<file path="src/rtl/cv32e40p_guard_ctrl_if.sv">
// Request/guard bundle between a requester and the operand-isolation controller.
// The master side drives requests and overrides; the slave side is the controller.
interface cv32e40p_guard_ctrl_if;
  logic        req_valid_i;
  logic        req_ready_o;
  logic        unit_busy_i;
  logic        force_on_i;
  logic        guard_en_o;
  logic        gated_o;
  logic [15:0] gate_count_o;

  modport master (
    output req_valid_i, unit_busy_i, force_on_i,
    input  req_ready_o, guard_en_o, gated_o, gate_count_o
  );

  modport slave (
    input  req_valid_i, unit_busy_i, force_on_i,
    output req_ready_o, guard_en_o, gated_o, gate_count_o
  );
endinterface

</file>
<file path="src/rtl/cv32e40p_guard_ctrl.sv">
// Operand-isolation controller: gates a functional unit after a run of idle
// cycles and brings it back through a fixed settle window before accepting work.
module cv32e40p_guard_ctrl #(
  parameter int unsigned IDLE_CYCLES = 4,
  parameter int unsigned WAKE_CYCLES = 2
) (
  input  logic                       clk,
  input  logic                       rst,
  cv32e40p_guard_ctrl_if.slave       bus
);

  typedef enum logic [1:0] {
    ON   = 2'd0,
    OFF  = 2'd1,
    WAKE = 2'd2
  } state_t;

  localparam logic [7:0] IDLE_LAST = 8'(IDLE_CYCLES - 1);
  localparam logic [7:0] WAKE_LAST = 8'(WAKE_CYCLES - 1);

  state_t      state, nxt;
  logic [7:0]  idle_cnt, idle_nxt;
  logic [7:0]  wake_cnt, wake_nxt;
  logic [15:0] gate_cnt;
  logic        gate_inc;
  logic        is_idle;
  logic        wake_req;
  logic        guard_en, req_ready, gated;

  assign is_idle  = !bus.req_valid_i && !bus.unit_busy_i && !bus.force_on_i;
  assign wake_req =  bus.req_valid_i ||  bus.unit_busy_i ||  bus.force_on_i;

  always_comb begin
    nxt      = state;
    idle_nxt = idle_cnt;
    wake_nxt = wake_cnt;
    gate_inc = 1'b0;
    unique case (state)
      ON: begin
        if (!is_idle) begin
          idle_nxt = 8'd0;
        end else if (idle_cnt == IDLE_LAST) begin
          nxt      = OFF;
          idle_nxt = 8'd0;
          gate_inc = 1'b1;
        end else begin
          idle_nxt = idle_cnt + 8'd1;
        end
      end
      OFF: begin
        if (wake_req) begin
          nxt      = WAKE;
          wake_nxt = 8'd0;
        end
      end
      WAKE: begin
        // The settle window always runs to completion, whatever the inputs do.
        if (wake_cnt == WAKE_LAST) begin
          nxt      = ON;
          wake_nxt = 8'd0;
          idle_nxt = 8'd0;
        end else begin
          wake_nxt = wake_cnt + 8'd1;
        end
      end
      default: begin
        nxt      = ON;
        idle_nxt = 8'd0;
        wake_nxt = 8'd0;
      end
    endcase
  end

  // Outputs are registered from the next state so they always match the state register.
  always_ff @(posedge clk) begin
    if (rst) begin
      state     <= ON;
      idle_cnt  <= 8'd0;
      wake_cnt  <= 8'd0;
      gate_cnt  <= 16'd0;
      guard_en  <= 1'b1;
      req_ready <= 1'b1;
      gated     <= 1'b0;
    end else begin
      state     <= nxt;
      idle_cnt  <= idle_nxt;
      wake_cnt  <= wake_nxt;
      if (gate_inc && (gate_cnt != 16'hFFFF))
        gate_cnt <= gate_cnt + 16'd1;
      guard_en  <= (nxt != OFF);
      req_ready <= (nxt == ON);
      gated     <= (nxt == OFF);
    end
  end

  assign bus.guard_en_o   = guard_en;
  assign bus.req_ready_o  = req_ready;
  assign bus.gated_o      = gated;
  assign bus.gate_count_o = gate_cnt;

endmodule

</file>
<file path="src/flat_wrapper.sv">
// flat-port wrapper written by rule: the top's interface ports become plain ports
module cv32e40p_guard_ctrl_flat 
#(
  parameter int unsigned IDLE_CYCLES = 4,
  parameter int unsigned WAKE_CYCLES = 2
)
  (clk, rst, bus_req_valid_i, bus_unit_busy_i, bus_force_on_i, bus_req_ready_o, bus_guard_en_o, bus_gated_o, bus_gate_count_o);
  cv32e40p_guard_ctrl_if bus_i ();
  input  logic clk;
  input  logic rst;
  input wire logic [$bits(bus_i.req_valid_i)-1:0] bus_req_valid_i;
  input wire logic [$bits(bus_i.unit_busy_i)-1:0] bus_unit_busy_i;
  input wire logic [$bits(bus_i.force_on_i)-1:0] bus_force_on_i;
  output wire logic [$bits(bus_i.req_ready_o)-1:0] bus_req_ready_o;
  output wire logic [$bits(bus_i.guard_en_o)-1:0] bus_guard_en_o;
  output wire logic [$bits(bus_i.gated_o)-1:0] bus_gated_o;
  output wire logic [$bits(bus_i.gate_count_o)-1:0] bus_gate_count_o;
  assign bus_i.req_valid_i = bus_req_valid_i;
  assign bus_i.unit_busy_i = bus_unit_busy_i;
  assign bus_i.force_on_i = bus_force_on_i;
  assign bus_req_ready_o = bus_i.req_ready_o;
  assign bus_guard_en_o = bus_i.guard_en_o;
  assign bus_gated_o = bus_i.gated_o;
  assign bus_gate_count_o = bus_i.gate_count_o;
  cv32e40p_guard_ctrl #(.IDLE_CYCLES(IDLE_CYCLES), .WAKE_CYCLES(WAKE_CYCLES)) u_core (.clk(clk), .rst(rst), .bus(bus_i));
endmodule
</file>
<file path="config.mk">
export PLATFORM = sky130hd
export DESIGN_NAME = cv32e40p_guard_ctrl_flat
export DESIGN_NICKNAME = d
export VERILOG_FILES = /design/src/rtl/cv32e40p_guard_ctrl_if.sv /design/src/rtl/cv32e40p_guard_ctrl.sv /design/src/flat_wrapper.sv
export SDC_FILE = /design/constraint.sdc
export NUM_CORES = 1
export LEC_CHECK = 0
export CAP_MARGIN = 25
export CORE_ASPECT_RATIO = 0.7
export CORE_MARGIN = 3
export CORE_UTILIZATION = 58
export CTS_CLUSTER_DIAMETER = 40
export DETAILED_ROUTE_END_ITERATION = 10
export MAX_ROUTING_LAYER = met4
export PLACE_DENSITY = 0.94
export SYNTH_ARGS = -nofsm -noshare
export SYNTH_HDL_FRONTEND = slang
export SYNTH_SLANG_ARGS = --single-unit
</file>
<file path="constraint.sdc">
create_clock -name clk -period 5.11 [get_ports clk]
set_input_delay 1.533 -clock clk [delete_from_list [all_inputs] [get_ports clk]]
set_output_delay 1.533 -clock clk [all_outputs]
set_load 0.01 [all_outputs]
</file>
Word-level counts from Yosys, hierarchy flattened
Index checks and enable logic that the tools add are counted.
{"block": "word_totals", "ramBits": 0, "in_bits": 5, "latchBits": 0, "output_inout_bits": 19, "romBits": 0, "memories": 0, "elab_cells": 48, "ff_bits": 37}
{"block": "classes", "n_mul": 0, "mux": 15, "n_bitwise": 2, "div_mod_pow": 0, "order_cmp": 0, "add_sub_neg": 3, "reduce_logical": 12, "n_eq_ne": 9, "n_shift": 0}
{"cell": "$pmux 8 s3", "count": 2}
{"cell": "$mux 8", "count": 5}
{"cell": "$add 16x1->16 const B", "count": 1}
{"cell": "$add 8x1->8 const B", "count": 2}
{"cell": "$ne 16x16->1 const B", "count": 1}
{"cell": "$eq 8x1->1 const B", "count": 1}
{"cell": "$eq 8x2->1 const B", "count": 1}
{"cell": "$mux 2", "count": 4}
{"cell": "$ne 2x1->1 const B", "count": 3}
{"cell": "$pmux 2 s3", "count": 1}
{"cell": "$eq 2x1->1 const B", "count": 2}
{"cell": "$logic_not 2->1", "count": 2}
{"cell": "$reduce_and 2->1", "count": 2}
{"cell": "$logic_and 1x1->1", "count": 3}
{"cell": "$logic_not 1->1", "count": 3}
{"cell": "$mux 1", "count": 3}
{"cell": "$eq 2x2->1 const B", "count": 1}
{"cell": "$logic_or 1x1->1", "count": 2}
{"cell": "$not 1->1", "count": 2}

Longest topological paths before layout
{"block": "logic_depth", "depth_word": 6, "ltp_mapped": 7}

Worst setup path after synthesis
No wires, ideal clock.
{"block": "synth_path", "path_kind": "input to register", "start": "input bus_unit_busy_i", "end": "register u_core.gate_cnt[10] (netlist: u_core.bus.gate_count_o[10])", "stages": 6, "t_required_ns": 4.982, "path_buffers": 1, "arrival_ns": 2.650, "setup_time_ns": 0.128, "setup_slack_ns": 2.332, "cell_sequence": "nor4_4 nand4_2 buf_6 nor4_1 xnor2_1 nor2_1"}
{"block": "synth_between", "elab_chain_cells": 6}
{"element": "start: declaration", "line_no": "flat_wrapper.sv:12", "text": "input wire logic [$bits(bus_i.unit_busy_i)-1:0] bus_unit_busy_i;"}
{"element": "$logic_not 1->1", "line_no": "cv32e40p_guard_ctrl.sv:30", "text": "assign is_idle = !bus.req_valid_i && !bus.unit_busy_i && !bus.force_on_i;"}
{"element": "$logic_and 1x1->1 (2 in series)", "line_no": "cv32e40p_guard_ctrl.sv:30"}
{"element": "$mux 1", "line_no": "cv32e40p_guard_ctrl.sv:40", "text": "if (!is_idle) begin"}
{"element": "$mux 1", "line_no": "cv32e40p_guard_ctrl.sv:38", "text": "unique case (state)"}
{"element": "$logic_and 1x1->1", "line_no": "cv32e40p_guard_ctrl.sv:88", "text": "if (gate_inc && (gate_cnt != 16'hFFFF))"}
{"element": "end signal: assignment", "line_no": "cv32e40p_guard_ctrl.sv:89", "text": "gate_cnt <= gate_cnt + 16'd1;"}
{"element": "end: declaration", "line_no": "cv32e40p_guard_ctrl.sv:24", "text": "logic [15:0] gate_cnt;"}
No other way between the ends.
A chain may end at the register's enable or synchronous reset.

Worst setup path in the final report
{"block": "layout_path", "start": "input bus_unit_busy_i", "end": "register u_core.idle_cnt[3]"}
{"block": "layout_between", "elab_chain_cells": 5}
{"element": "$logic_not 1->1", "line_no": "cv32e40p_guard_ctrl.sv:30"}
{"element": "$logic_and 1x1->1 (2 in series)", "line_no": "cv32e40p_guard_ctrl.sv:30"}
{"element": "$mux 8", "line_no": "cv32e40p_guard_ctrl.sv:40"}
{"element": "$pmux 8 s3", "line_no": "cv32e40p_guard_ctrl.sv:38"}
{"element": "end signal: assignment", "line_no": "cv32e40p_guard_ctrl.sv:86", "text": "idle_cnt <= idle_nxt;"}
{"element": "end: declaration", "line_no": "cv32e40p_guard_ctrl.sv:22", "text": "logic [7:0] idle_cnt, idle_nxt;"}
No other way between the ends.

==> metrics.txt <==
status=completed; cells along the critical path=clkdlybuf4s50_1 -> nor3_1 -> nand2b_1 -> nor3_2 -> a21oi_1 -> a211oi_1; Site Rows=16; adder-cell area share of the yosys netlist=2.690%; Reg-to-Reg End=u_core.bus.gate_count_o[11]; number of fill cells=205; clk slew on worst S/H paths=70 ps; Async S/R FF share, synth=0%; Synth Area in Compound Gates=9.684%; Post-synth EDFFs=0; Initial Util=63.66%; CP top delay family=simple AND/OR/NAND/NOR gates; Skew-Pair Late Insertion Delay=290 ps; Post-Synth Simple-Gate Area=33.83%; CTS max path bufs=2; Worst VDD drop=145.6 uV; critical path depth=6; most used flip-flop cell after synthesis=dfxtp_1; worst reg2reg path depth=6; Root Driver=clkbuf_8; die width=73.70 um; synthesized area=1861 um^2; P&R area growth vs syn=17.15%; ratio of cells with drive above 1 in the final layout=7.054%; Worst setup SP type=input pin; die height=53.39 um; DR WL/cell=15.83 um; final worst-path cycle share=66.03%; total wire length=4.385 mm; Crit-path slowest cell=nor3_2; relative slew slack=47.92%; Die ar.=3934 um^2; CP Capture Type=flip-flop; hpwl dp=3.147 mm; Synthesized Nets=226; synthesis-stage register bit count=37; router iterations before antenna repair=5; first-pass GRT wire length=7.245 mm; number of global-route vias before repair=1,519; Ports=24; mux contribution to synthesized area=1.748%; Max Cap Violations=0; pin count of the biggest net entering global routing=18; Final nets=249; WP data arrival=3560 ps; Leak=0.0006854 uW; Post-CTS Setup Bufs=0; Post-CTS Resized=0; worst-margin pin slew=776.9 ps; CTS Hold Bufs=0; PD cells=228.9 nW/um^2; Slew Limit Fails=0; setup_tns=0 ps; RSZ-0062 raised after global routing=no; final setup violation count=0; via/cell ratio=6.184; Syn Area/Cell=8.574 um^2; kind of critical path=input pin to flip-flop; final instance area=2180 um^2; CP peak stage delay=620 ps; synthesis warning total=0; core area=2923 um^2; CP max FO=14; DR iter-0 viols=219; largest area contributor in the netlist=dfxtp_1; Cells after Synth=217; Routed Antenna Nets=0; fmax=0.2964 GHz; critical path buffer and inverter count=1; Synth area leaders=dfxtp_1 (40%), xnor2_1 (7.5%), nor2_1 (5.9%); overall routing resource usage=24.90%; area share of the largest cell type after synthesis=39.81%; vias post-DR=1,713; diode count=0; Clock Skew=14.55 ps; largest family of logic cells by synthesized area=simple AND/OR/NAND/NOR gates; Worst EP required=5300 ps; # DRC=0; Critical Path Start=bus_unit_busy_i; r2r setup slk=2860 ps; sequential area share after synthesis=39.81%; Hold/Removal Path Class=flip-flop to flip-flop; CTS buffer count=5; GR Overflow Total=0; placer congestion estimate=0.9027; Tmin final=3374 ps; worst r2r src=u_core.idle_cnt[0]; area share of xor/xnor cells in the synthesized design=8.944%; Placement Cell Area=2097 um^2; Port Buffer Count=23; CTS HTree Levels=2; CTS tree=done; Netlist cell types=42; final hold vios=0; Clock Sinks=37; initial antenna violation count=0; last element of the critical path=u_core.idle_cnt[3]
-- layer usage --
| layer | routed length [um] | vias up | part of all wire, % | global-route usage, % |
|---|---|---|---|---|
| li1 | - | 829 | - | - |
| met1 | 2037 | 777 | 46 | 34.40 |
| met2 | 1898 | 101 | 43 | 36.47 |
| met3 | 410 | 6 | 9.4 | 5.123 |
| met4 | 38 | 0 | 0.87 | 7.530 |
| met5 | 0 | - | 0 | - |
-- worst min path at each step --
| stage | start | end | slack, ps | cells after the start |
|---|---|---|---|---|
| 3_3_place_gp | u_core.wake_cnt[6] | u_core.wake_cnt[6] | 500 | 1 |
| 4_1_cts | u_core.idle_cnt[4] | u_core.idle_cnt[4] | 530 | 1 |
| 5_1_grt | u_core.idle_cnt[7] | u_core.idle_cnt[7] | 570 | 2 |
| 3_5_place_dp | u_core.idle_cnt[4] | u_core.idle_cnt[4] | 520 | 1 |
| 2_1_floorplan | u_core.wake_cnt[6] | u_core.wake_cnt[6] | 460 | 1 |
| 6_report | u_core.wake_cnt[6] | u_core.wake_cnt[6] | 530 | 1 |
-- cells in the mapped netlist, types with 2 or more instances --
library cell,count
a211oi_1,4
a21oi_1,11
a31oi_1,4
and2_1,2
and3_1,3
and4_1,3
buf_6,2
clkbuf_1,5
dfxtp_1,37
ha_1,4
inv_1,4
nand2_1,16
nand2b_1,2
nand3_1,15
nand4_1,9
nor2_1,29
nor2b_1,4
nor3_1,13
nor4_1,6
nor4_2,2
o21ai_0,2
or3_1,3
xnor2_1,16
xor2_1,3
-- sequential cells by signal (all words and copies together), names as in the netlist --
register and count:
u_core.bus.gate_count_o 16, u_core.bus.guard_en_o 1, u_core.bus.gated_o 1, u_core.bus.req_ready_o 1, u_core.idle_cnt 8, u_core.wake_cnt 8, u_core.state 2
-- logic make-up after synthesis --
logic type | Yosys count
and+or+nand+nor | 114
AOI/OAI and AO/OA | 28
buffers and inverters | 12
muxes | 3
xor gates and xnor gates | 19
adders and majority gates | 4
DFF | 37
-- stage by stage --
step	total power, uW	util, %	hold WS, ps	cells	worst slack [ps]
floorplan	303.1	-	463.9	217	2332
global placement	309.2	71.75	496.5	269	1597
detailed placement	309.6	71.75	521.0	269	1463
CTS	499.1	74.57	530.6	277	1742
global route	511.0	74.57	570.7	277	1444
finish	498.8	74.57	530.3	277	1736
-- report_power, final --
group / switching (uW) / internal [uW]
Clock: 101 / 94.5
Combinational: 9.29 / 5.42
Sequential: 0.269 / 288
-- cell usage in the layout (no fill, tap or decap), types with 2 or more instances in the layout --
cell type	n
dfxtp_1	37
nor2_1	29
clkdlybuf4s50_1	23
xnor2_1	16
nand2_1	16
nand3_1	15
nor3_1	13
a21oi_1	11
nand4_1	9
nor4_1	6
clkbuf_8	5
inv_1	4
nor2b_1	4
a31oi_1	4
a211oi_1	4
ha_1	4
and4_1	3
and3_1	3
or3_1	3
xor2_1	3
and2_1	2
nand2b_1	2
nor4_2	2
o21ai_0	2
clkinv_2	2
-- cell type report --
| type | count | area (um^2) | share of cell area (%) |
|---|---|---|---|
| sequential | 37 | 740.7 | 33.98 |
| multi-input combinational | 168 | 1059 | 48.57 |
| clock inverter | 2 | 10.01 | 0.4592 |
| clock buffer | 6 | 72.57 | 3.330 |
| timing repair buffer | 24 | 237.7 | 10.91 |
| tap | 36 | 45.04 | 2.067 |
| inverter | 4 | 15.01 | 0.6889 |
(Power assumes the default switching activity.)
